[src/rtl/de_reg.sv]
`default_nettype none
// ============================================================================
// Module      : de_reg
// Description : D->E pipeline register with stall-bubble insertion, flush,
//               Tnew decrement and a saturating bubble counter.
//               All outputs are taken directly from flops. There is no
//               combinational path from any input to any output.
//
//               Ports:
//                 clk, reset         clock; async active-high reset
//                 stall, flush       hazard stall (bubble) / flush request
//                 d_*                D-stage instruction fields
//                 e_*                registered E-stage copies
//                 bubble_cnt         bubbles inserted by stall (saturating)
//
//               Optional feature macro: DE_EXC_EN
//                 Adds d_exccode/e_exccode (5b) and d_bd/e_bd (1b).
//
// Revision    : 1.0 - initial release
// ============================================================================
module de_reg (
    input  logic        clk,
    input  logic        reset,
    input  logic        stall,
    input  logic        flush,
    input  logic        d_valid,
    input  logic [31:0] d_pc,
    input  logic [31:0] d_instr,
    input  logic [31:0] d_rs_data,
    input  logic [31:0] d_rt_data,
    input  logic [31:0] d_ext,
    input  logic [4:0]  d_wa,
    input  logic [1:0]  d_tnew,
`ifdef DE_EXC_EN
    input  logic [4:0]  d_exccode,
    input  logic        d_bd,
    output logic [4:0]  e_exccode,
    output logic        e_bd,
`endif
    output logic        e_valid,
    output logic [31:0] e_pc,
    output logic [31:0] e_instr,
    output logic [31:0] e_rs_data,
    output logic [31:0] e_rt_data,
    output logic [31:0] e_ext,
    output logic [4:0]  e_wa,
    output logic [1:0]  e_tnew,
    output logic [15:0] bubble_cnt
);

    localparam logic [15:0] c_CNT_MAX = 16'hFFFF;

    logic        r_valid;
    logic [31:0] r_pc;
    logic [31:0] r_instr;
    logic [31:0] r_rs_data;
    logic [31:0] r_rt_data;
    logic [31:0] r_ext;
    logic [4:0]  r_wa;
    logic [1:0]  r_tnew;
    logic [15:0] r_bubble_cnt;

    logic [1:0]  w_tnew_load;
    logic [4:0]  w_wa_load;
    logic [15:0] w_cnt_next;

    // A non-valid slot in D must never look like a pending register write,
    // so both the destination and the Tnew are forced to zero for it.
    always_comb begin
        w_tnew_load = 2'd0;
        w_wa_load   = 5'd0;
        if (d_valid) begin
            w_wa_load   = d_wa;
            w_tnew_load = (d_tnew == 2'd0) ? 2'd0 : (d_tnew - 2'd1);
        end
    end

    assign w_cnt_next = (r_bubble_cnt == c_CNT_MAX) ? c_CNT_MAX
                                                    : (r_bubble_cnt + 16'd1);

    always_ff @(posedge clk or posedge reset) begin
        if (reset) begin
            r_valid      <= 1'b0;
            r_pc         <= 32'd0;
            r_instr      <= 32'd0;
            r_rs_data    <= 32'd0;
            r_rt_data    <= 32'd0;
            r_ext        <= 32'd0;
            r_wa         <= 5'd0;
            r_tnew       <= 2'd0;
            r_bubble_cnt <= 16'd0;
        end else if (flush) begin
            // Flush wins over stall and does not count as a bubble.
            r_valid   <= 1'b0;
            r_pc      <= 32'd0;
            r_instr   <= 32'd0;
            r_rs_data <= 32'd0;
            r_rt_data <= 32'd0;
            r_ext     <= 32'd0;
            r_wa      <= 5'd0;
            r_tnew    <= 2'd0;
        end else if (stall) begin
            // The bubble keeps the PC of the stalled instruction so that
            // exception reporting in later stages still has a valid PC.
            r_valid      <= 1'b0;
            r_pc         <= d_pc;
            r_instr      <= 32'd0;
            r_rs_data    <= 32'd0;
            r_rt_data    <= 32'd0;
            r_ext        <= 32'd0;
            r_wa         <= 5'd0;
            r_tnew       <= 2'd0;
            r_bubble_cnt <= w_cnt_next;
        end else begin
            r_valid   <= d_valid;
            r_pc      <= d_pc;
            r_instr   <= d_instr;
            r_rs_data <= d_rs_data;
            r_rt_data <= d_rt_data;
            r_ext     <= d_ext;
            r_wa      <= w_wa_load;
            r_tnew    <= w_tnew_load;
        end
    end

`ifdef DE_EXC_EN
    logic [4:0] r_exccode;
    logic       r_bd;

    // The branch-delay flag travels with the bubble's PC; the exception code
    // of a bubble is always cleared.
    always_ff @(posedge clk or posedge reset) begin
        if (reset) begin
            r_exccode <= 5'd0;
            r_bd      <= 1'b0;
        end else if (flush) begin
            r_exccode <= 5'd0;
            r_bd      <= 1'b0;
        end else if (stall) begin
            r_exccode <= 5'd0;
            r_bd      <= d_bd;
        end else begin
            r_exccode <= d_exccode;
            r_bd      <= d_bd;
        end
    end

    assign e_exccode = r_exccode;
    assign e_bd      = r_bd;
`endif

    assign e_valid    = r_valid;
    assign e_pc       = r_pc;
    assign e_instr    = r_instr;
    assign e_rs_data  = r_rs_data;
    assign e_rt_data  = r_rt_data;
    assign e_ext      = r_ext;
    assign e_wa       = r_wa;
    assign e_tnew     = r_tnew;
    assign bubble_cnt = r_bubble_cnt;

endmodule
`default_nettype wire
[config.mk]
export PLATFORM = sky130hd
export DESIGN_NAME = de_reg
export DESIGN_NICKNAME = d
export VERILOG_FILES = /design/src/rtl/de_reg.sv
export SDC_FILE = /design/constraint.sdc
export NUM_CORES = 1
export LEC_CHECK = 0
export CAP_MARGIN = 20
export CELL_PAD_IN_SITES_DETAIL_PLACEMENT = 1
export CELL_PAD_IN_SITES_GLOBAL_PLACEMENT = 2
export CORE_AREA = 2 2 140 142
export CTS_BUF_LIST = sky130_fd_sc_hd__clkbuf_8
export DETAILED_ROUTE_END_ITERATION = 7
export DIE_AREA = 0 0 142 144
export DONT_BUFFER_PORTS = 1
export PLACE_DENSITY_LB_ADDON = 0.1
export REMOVE_ABC_BUFFERS = 1
export SLEW_MARGIN = 5
export SYNTH_ARGS = -nofsm -noshare
export SYNTH_HDL_FRONTEND = slang
export SYNTH_SLANG_ARGS = --single-unit
[constraint.sdc]
create_clock -name clk -period 18.7 [get_ports clk]
set_input_delay 2.805 -clock clk [delete_from_list [all_inputs] [get_ports clk]]
set_output_delay 2.805 -clock clk [all_outputs]
set_load 0.02 [all_outputs]
==> results of run 1 <==
[layout make-up]
class / count / area, um^2
Clock inverter: 15 / 189
Antenna cell: 3 / 7.51
Sequential cell: 184 / 4600
Fill cell: 2020 / 12200
Clock buffer: 17 / 234
Multi-Input combinational cell: 238 / 1520
Tap cell: 238 / 298
Timing Repair Buffer: 4 / 42.5
Inverter: 4 / 20.0
[sequential cells by signal, summed over array words and instances, names as in the netlist, 2 cells and up]
register / cells
e_ext: 32
e_instr: 32
e_pc: 32
e_rs_data: 32
e_rt_data: 32
bubble_cnt: 16
e_wa: 5
e_tnew: 2
[logic make-up after synthesis]
kind of cell	Yosys count	share of synthesized area, %
adders and majority gates	1	0.202
AOI/OAI and AO/OA	19	1.84
and+or+nand+nor	210	21.0
DFF	184	74.4
muxes	4	0.748
xor gates and xnor gates	4	0.566
buffers and inverters	21	1.29
[layer usage]
layer	share of wire [%]	wire [um]	track usage [%]	vias to the layer above
met5	0.081	13	0	-
met2	53	8530	26.7	207
li1	-	-	-	1411
met3	13	2020	9.37	15
met1	33	5280	15.2	1653
met4	1.4	229	5.21	2
[cells in the final DEF (no fill, tap or decap), types with 5 or more instances in the layout]
master / count
nor2b_1: 31
a21oi_1: 8
clkbuf_8: 17
nand3_1: 8
and2_1: 130
inv_1: 5
dfrtp_1: 184
and3_1: 7
nor3_1: 5
nor2_1: 7
nand2_1: 13
[power breakdown]
group | internal, mW | switching, mW | total, mW
logic | 0.0163 | 0.0253 | 0.0416
registers | 0.418 | 0.0501 | 0.468
clock network | 0.135 | 0.145 | 0.281
[stage by stage]
stage	worst slack, ps	hold slack (ps)	utilization [%]
4_1_cts	14570	708	36.1
3_3_place_gp	14180	690	33.9
5_1_grt	14710	758	36.2
6_report	14820	699	36.2
3_5_place_dp	14080	693	33.9
2_1_floorplan	10890	619	-
[path summary, 6_finish.rpt]
kind / startpoint / slack, ps / end
max in group asynchronous: reset / 15150 / e_rt_data[31]$_DFF_PP0_
worst max register to register: bubble_cnt[0]$_DFFE_PP0P_ / 16580 / bubble_cnt[12]$_DFFE_PP0P_
worst min-delay path: bubble_cnt[6]$_DFFE_PP0P_ / 700 / bubble_cnt[6]$_DFFE_PP0P_
worst max-delay path: bubble_cnt[0]$_DFFE_PP0P_ / 14820 / bubble_cnt[0]
worst min register to register: bubble_cnt[6]$_DFFE_PP0P_ / 700 / bubble_cnt[6]$_DFFE_PP0P_
min in group asynchronous: reset / 2320 / e_ext[31]$_DFF_PP0_
==> run metrics, run 1 <==
Cell Area, Placed=6460 um^2; setup repair after global routing missed its margin=false; Worst-Margin Slew=706 ps; highest fanout seen on the critical path=6; number of search-and-repair iterations in the first detailed-routing pass=4; Clock H-tree levels=4; FF+latch count, synth=184; layout overhead on the synthesized area=11.6%; DPL Wire Length=12.0 mm; final design area excluding fillers=6910 um^2; number of global-route vias before repair=3551; power per cell area=114 nW/um^2; I/O pin count=356; FFs w/ async S/R, synth=100%; Final Hold Fails=0; startpoint kind of the worst setup timing path=register; crit share post-route=20.8%; Core Rows=51; root buffer selected by CTS=clkbuf_8; maximum count of clock buffers along a single path=2; Non-Filler Instances=703; Slew HR=53.0%; status=completed; data arrival time of the critical path=1080 ps; number of warnings printed during yosys synthesis=0; class of the most critical setup path=register to output pin; post-synthesis cell area=6190 um^2; power consumption=0.790 mW; predominant post-synthesis flop cell=dfrtp_1; number of cells upsized or downsized after cts=0; die width=142 um; maximum vdd drop=0.0390 mV; logic depth of the worst setup path including buffers=0; Synth top area share=74.4%; Max Freq=258 MHz; clock period minus final worst setup slack=3880 ps; post-synthesis sequential area ratio=74.4%; library cell with the highest instance count after synthesis=dfrtp_1; pin count of the biggest net entering global routing=80; Via Count=3288; number of distinct library cells after synthesis=30; all-layer global routing usage=15.4%; max_cap viols=0; number of enable-type register cells in the synthesized netlist=0; count of endpoints failing setup in the final report=0; Data required, critical path=15890 ps; drt wl/cell=22.9 um; antenna-violating nets left=0; cell type with the largest total area after synthesis=dfrtp_1; synthesized area per cell=14.0 um^2; initial cell density of the core=32.5%; global-route wire length before repair=22.7 mm; clock latency at the later pin of the worst-skew pair=440 ps; clock transition at the register clock pins on the worst setup and hold paths after CTS=100 ps; vias per inst=4.68; clock tree from TritonCTS=yes; number of stages on the worst hold path=1; Synth top cells by count=184 x dfrtp_1, 130 x and2_1, 31 x nor2b_1; leftover overflow at the end of global routing=0; GPL Wtd Cong=0.740; post-cts hold buffer count=0; endpoint class of the critical path=output pin; Total Neg Setup Slack=0 ps; DR iter-0 viols=100; gate count of the mapped netlist=443; initial antenna violation count=4; die boundary height=144 um; Post-CTS Setup Bufs=0; core region area=19100 um^2; number of max-slew violations in the final report=0; number of nets in the finished design=622; Min-Delay Path Class=register to register; number of CTS-inserted buffers=17; worst reg2reg path depth=5; biggest area contributors in the synthesized netlist=dfrtp_1 74%, and2_1 13%, nor2b_1 3.1%; number of instances in the placed design=667; Worst Clk Skew=15.0 ps; quantity of I/O buffers inserted on ports=0; Final Routed Wirelength=16.1 mm; area enclosed by the die boundary=20400 um^2; number of clock sinks=184; number of remaining DRC errors=0; fraction of final layout cells with drive strength greater than 1=9.74%; Lkg Pwr=3.34 nW
(Power assumes the default switching activity.)
==> run 2, diff against run 1 <==
--- a/config.mk
+++ b/config.mk
@@ -8,10 +8,10 @@
 export CAP_MARGIN = 20
 export CELL_PAD_IN_SITES_DETAIL_PLACEMENT = 1
 export CELL_PAD_IN_SITES_GLOBAL_PLACEMENT = 2
-export CORE_AREA = 2 2 140 142
+export CORE_AREA = 2 2 137 139
 export CTS_BUF_LIST = sky130_fd_sc_hd__clkbuf_8
 export DETAILED_ROUTE_END_ITERATION = 7
-export DIE_AREA = 0 0 142 144
+export DIE_AREA = 0 0 139 141
 export DONT_BUFFER_PORTS = 1
 export PLACE_DENSITY_LB_ADDON = 0.1
 export REMOVE_ABC_BUFFERS = 1
==> constraint.sdc (replaced) <==
create_clock -name clk -period 3.1 [get_ports clk]
set_input_delay 0.465 -clock clk [delete_from_list [all_inputs] [get_ports clk]]
set_output_delay 0.465 -clock clk [all_outputs]
set_load 0.02 [all_outputs]
==> run 2 against run 1 <==
Against the previous run: cell area increased by 0.58%; critical path depth up 5; hold slack worse by 640 ps; power increased to 6.1 times the previous value; sequential share of layout area decreased by 0.38 points; clock skew is 1.6 ps lower; die area is 4.2% lower; utilization is 1.8 points higher; sequential power increased to 6.0 times the previous value; critical endpoint is now bubble_cnt[12]$_DFFE_PP0P_; largest power group unchanged.
==> run metrics, run 2 (synthesized netlist as in run 1, its figures left out) <==
Max Freq=485 MHz; I/O pin count=356 (unchanged); Net Sw Power=1.33 mW (+500%); number of search-and-repair iterations in the first detailed-routing pass=4 (unchanged); core utilization of the finished layout=38.0% (+1.8 points); register share of total power=58.5% (-0.7 points); data arrival time of the critical path=2420 ps (+1340 ps); highest fanout seen on the critical path=6 (unchanged); startpoint kind of the worst setup timing path=register; max_cap viols=0 (unchanged); pin count of the biggest net entering global routing=81 (+1.3%); quantity of I/O buffers inserted on ports=0 (unchanged); clock transition at the register clock pins on the worst setup and hold paths after CTS=100 ps (about the same); commonest non-fill, non-tap cells in the layout=184 x dfrtp_1, 130 x and2_1, 31 x nor2b_1; number of max-slew violations in the final report=0 (unchanged); clock power share=36.1% (+0.6 points); power per cell area=690 nW/um^2 (+500%); Lkg Pwr=3.37 nW (+0.84%); leftover overflow at the end of global routing=0 (unchanged); number of nets in the finished design=626 (+0.64%); clock tree from TritonCTS=yes; initial cell density of the core=33.9% (+1.4 points); Non-Filler Instances=701 (-0.28%); most frequent standard cell in the layout excluding fill and tap cells=dfrtp_1; Clock H-tree levels=4 (unchanged); area enclosed by the die boundary=19600 um^2 (-4.2%); layout overhead on the synthesized area=12.2%; number of clock sinks=184 (unchanged); initial antenna violation count=2 (-2); power consumption=4.79 mW (+510%); Core Rows=50 (-2.0%); endpoint class of the critical path=register; Data required, critical path=3450 ps (-12440 ps); number of global-route vias before repair=3624 (+2.1%); GPL Wtd Cong=0.737 (-0.45%); number of remaining DRC errors=0 (unchanged); vias per inst=4.71 (+0.80%); maximum vdd drop=0.261 mV (+570%); clock latency at the later pin of the worst-skew pair=460 ps (+20 ps); DPL Wire Length=12.0 mm (-0.26%); crit share post-route=66.5%; class of the most critical setup path=register to register; WHS=57.3 ps (-642 ps); die boundary height=141 um (-2.1%); setup repair after global routing missed its margin=false; Final Hold Fails=0 (unchanged); number of CTS-inserted buffers=17 (unchanged); global-route wire length before repair=23.5 mm (+3.6%); die width=139 um (-2.1%); number of instances in the placed design=665 (-0.30%); switching power share of the total=27.7% (-0.26 points); Final Routed Wirelength=16.0 mm (-0.34%); count of endpoints failing setup in the final report=0 (unchanged); Slew HR=59.2% (+6.3 points); clock period minus final worst setup slack=2060 ps; Worst Clk Skew=13.4 ps (-1.62 ps); DR iter-0 viols=136 (+36%); maximum count of clock buffers along a single path=2 (unchanged); number of cells upsized or downsized after cts=0 (unchanged); Worst-Margin Slew=612 ps (-94.1 ps); combinational power share=5.3% (about the same); Pint=3.47 mW (+510%); Min-Delay Path Class=primary input to register; drt wl/cell=22.9 um (about the same); antenna-violating nets left=0 (unchanged); status=completed; core region area=18300 um^2 (-4.3%); fraction of final layout cells with drive strength greater than 1=10.1% (+0.35 points); Via Count=3305 (+0.52%); all-layer global routing usage=16.3% (+0.90 points); root buffer selected by CTS=clkbuf_8
==> run 2: cell types whose count changed in the layout (fill, tap and decap cells not counted), sizes merged, moves of 2 or more <==
cell	before	now
clkinv	2	4
clkinvlp	3	1
diode	3	1
dlygate4sd3	0	3
==> run 2: cell type report <==
type                            count  area [um^2]
Fill cell                        1931        11300
Sequential cell                   184         4600
Multi-Input combinational cell    238         1520
Tap cell                          234          293
Clock buffer                       18          248
Clock inverter                     14          188
Timing Repair Buffer                8         80.1
Inverter                            4         20.0
Antenna cell                        1         2.50
==> run 2: what timing repair did <==
item | 4_1_cts | 5_1_grt
buffers inserted | 0 | 0
hold buffers | 1 | 2
endpoints found under the hold margin | 65 | 1
==> run 2: final timing paths <==
check	start	endpoint	slack, ps	depth (start not counted)
setup / recovery	bubble_cnt[0]$_DFFE_PP0P_	bubble_cnt[12]$_DFFE_PP0P_	1040	5
hold / removal	flush	e_pc[24]$_DFF_PP0_	60	1
setup reg to reg	bubble_cnt[0]$_DFFE_PP0P_	bubble_cnt[12]$_DFFE_PP0P_	1040	5
hold reg to reg	bubble_cnt[6]$_DFFE_PP0P_	bubble_cnt[6]$_DFFE_PP0P_	700	1
max in group asynchronous	reset	e_rs_data[9]$_DFF_PP0_	1660	3
min in group asynchronous	reset	e_ext[19]$_DFF_PP0_	550	2
==> run 2: metrics by stage <==
stage	worst slack [ps]	setup TNS, ps	cell area, um^2
after global routing	910	0	6950
after CTS	1030	0	6930
after global placement	1090	0	6480
final	1040	0	6950
after floorplan	-2370	-482900	6130
after detailed placement	1050	0	6480
==> run 2: per-layer routing <==
metal  track usage, %  share of wire (%)
met1             16.8                 35
met2             28.2                 53
met3             9.00                 12
met4             5.42                1.2
met5                0              0.044
==> run 2: critical path, cell delays in order (launching register included) <==
cell and delay (ps):
dfrtp_1 570, ha_1 340, inv_1 130, nor4_4 480
nand3_2 130, mux2_4 310
==> run 2: power by group through the flow <==
stage | Clock (mW) | Sequential, mW | Combinational [mW]
floorplan | 0 | 2.81 | 0.199
global placement | 0 | 2.86 | 0.254
detailed placement | 0 | 2.86 | 0.263
CTS | 1.80 | 2.81 | 0.264
global route | 1.91 | 2.82 | 0.300
finish | 1.73 | 2.81 | 0.256
==> run 3, diff against run 2 <==
==> constraint.sdc (replaced) <==
create_clock -name clk -period 1.9 [get_ports clk]
set_input_delay 0.285 -clock clk [delete_from_list [all_inputs] [get_ports clk]]
set_output_delay 0.285 -clock clk [all_outputs]
set_load 0.02 [all_outputs]
==> run 3 against run 2 <==
Against the previous run: the run now fails in clock tree synthesis; synthesized cell count unchanged; area after synthesis unchanged.
==> run metrics, run 3 <==
Clock H-tree levels=4 (unchanged); maximum count of clock buffers along a single path=2 (unchanged); Post-CTS Setup Bufs=0 (unchanged); I/O pin count=356 (unchanged); Synth top cells by count=184 x dfrtp_1, 130 x and2_1, 31 x nor2b_1; number of warnings printed during yosys synthesis=0 (unchanged); library cell with the highest instance count after synthesis=dfrtp_1; post-synthesis sequential area ratio=74.4% (unchanged); number of distinct library cells after synthesis=30 (unchanged); status=stopped before the end; error that halted the flow=[ERROR RSZ-0060] Max buffer count reached.; gate count of the mapped netlist=443 (unchanged); post-cts hold buffer count=143 (+142); root buffer selected by CTS=clkbuf_8; post-synthesis cell area=6190 um^2 (unchanged); predominant post-synthesis flop cell=dfrtp_1; stage at which the flow ended=clock tree synthesis; die width=139 um (unchanged); number of enable-type register cells in the synthesized netlist=0 (unchanged); number of cells upsized or downsized after cts=0 (unchanged); DPL Wire Length=12.0 mm (-0.38%); quantity of I/O buffers inserted on ports=0 (unchanged); die boundary height=141 um (unchanged); Cell Area, Placed=6600 um^2 (+1.8%); initial cell density of the core=33.9% (unchanged); cell type with the largest total area after synthesis=dfrtp_1; Synth top area share=74.4% (unchanged); synthesized area per cell=14.0 um^2 (unchanged); FF+latch count, synth=184 (unchanged); GPL Wtd Cong=0.752 (+2.1%); number of CTS-inserted buffers=17 (unchanged); number of clock sinks=184 (unchanged); Core Rows=50 (unchanged); biggest area contributors in the synthesized netlist=dfrtp_1 74%, and2_1 13%, nor2b_1 3.1%; FFs w/ async S/R, synth=100% (unchanged)
[run 3: cell counts after synthesis]
No cell type changed its count.
[run 3: stage by stage]
stage,utilization (%),setup slack (ps),hold WS (ps),std cells
floorplan,-,-3390,350,426
global placement,36.1,220,210,677
detailed placement,36.1,224,220,677
[run 3: cell families after synthesis]
family	count (synthesis)	share of synthesized area, %
AOI/OAI and AO/OA	19	1.84
xor gates and xnor gates	4	0.566
adders and majority gates	1	0.202
buffers and inverters	21	1.29
DFF	184	74.4
muxes	4	0.748
and+or+nand+nor	210	21.0
==> run 4, diff against run 3 <==
==> config.mk (replaced) <==
export PLATFORM = sky130hd
export DESIGN_NAME = de_reg
export DESIGN_NICKNAME = d
export VERILOG_FILES = /design/src/rtl/de_reg.sv
export SDC_FILE = /design/constraint.sdc
export NUM_CORES = 1
export LEC_CHECK = 0
export CAP_MARGIN = 20
export CORE_AREA = 2 2 139 141
export DETAILED_ROUTE_END_ITERATION = 7
export DIE_AREA = 0 0 141 143
export DONT_BUFFER_PORTS = 1
export PLACE_DENSITY_LB_ADDON = 0.15
export REMOVE_ABC_BUFFERS = 1
export SLEW_MARGIN = 5
export SYNTH_ARGS = -nofsm -noshare
export SYNTH_HDL_FRONTEND = slang
export SYNTH_SLANG_ARGS = --single-unit
==> run 4 against run 3 <==
Against the previous run: the flow again stops in clock tree synthesis; synthesized cell count unchanged; area after synthesis unchanged.
==> run metrics, run 4 <==
synthesized area per cell=14.0 um^2 (unchanged); die width=141 um (+1.4%); die boundary height=143 um (+1.4%); post-cts hold buffer count=143 (unchanged); Synth top cells by count=184 x dfrtp_1, 130 x and2_1, 31 x nor2b_1; root buffer selected by CTS=clkbuf_16; biggest area contributors in the synthesized netlist=dfrtp_1 74%, and2_1 13%, nor2b_1 3.1%; Clock H-tree levels=4 (unchanged); number of CTS-inserted buffers=17 (unchanged); FF+latch count, synth=184 (unchanged); Core Rows=50 (unchanged); predominant post-synthesis flop cell=dfrtp_1; Setup Slack @ Placement=241 ps (+17.1 ps); number of enable-type register cells in the synthesized netlist=0 (unchanged); number of clock sinks=184 (unchanged); Post-CTS Setup Bufs=0 (unchanged); DPL Wire Length=11.4 mm (-5.1%); GPL Wtd Cong=0.866 (+15%); gate count of the mapped netlist=443 (unchanged); initial cell density of the core=33.3% (-0.57 points); status=stopped before the end; post-synthesis cell area=6190 um^2 (unchanged); stage at which the flow ended=clock tree synthesis; cell type with the largest total area after synthesis=dfrtp_1; FFs w/ async S/R, synth=100% (unchanged); I/O pin count=356 (unchanged); number of instances in the placed design=679 (+0.30%); quantity of I/O buffers inserted on ports=0 (unchanged); post-synthesis sequential area ratio=74.4% (unchanged); Cell Area, Placed=6600 um^2 (about the same); number of cells upsized or downsized after cts=0 (unchanged); maximum count of clock buffers along a single path=2 (unchanged); number of warnings printed during yosys synthesis=0 (unchanged); number of distinct library cells after synthesis=30 (unchanged); error that halted the flow=[ERROR RSZ-0060] Max buffer count reached.; library cell with the highest instance count after synthesis=dfrtp_1; Synth top area share=74.4% (unchanged)
==> run 4: kinds of logic after synthesis <==
group	count (synthesis)	share of synthesized area [%]
adders and majority gates	1	0.202
DFF	184	74.4
and+or+nand+nor	210	21.0
buffers and inverters	21	1.29
AOI/OAI and AO/OA	19	1.84
muxes	4	0.748
xor gates and xnor gates	4	0.566
==> run 4: per-stage QoR <==
stage	hold slack, ps	TNS (ps)
floorplan	350	-809300
detailed placement	237	0
global placement	233	0
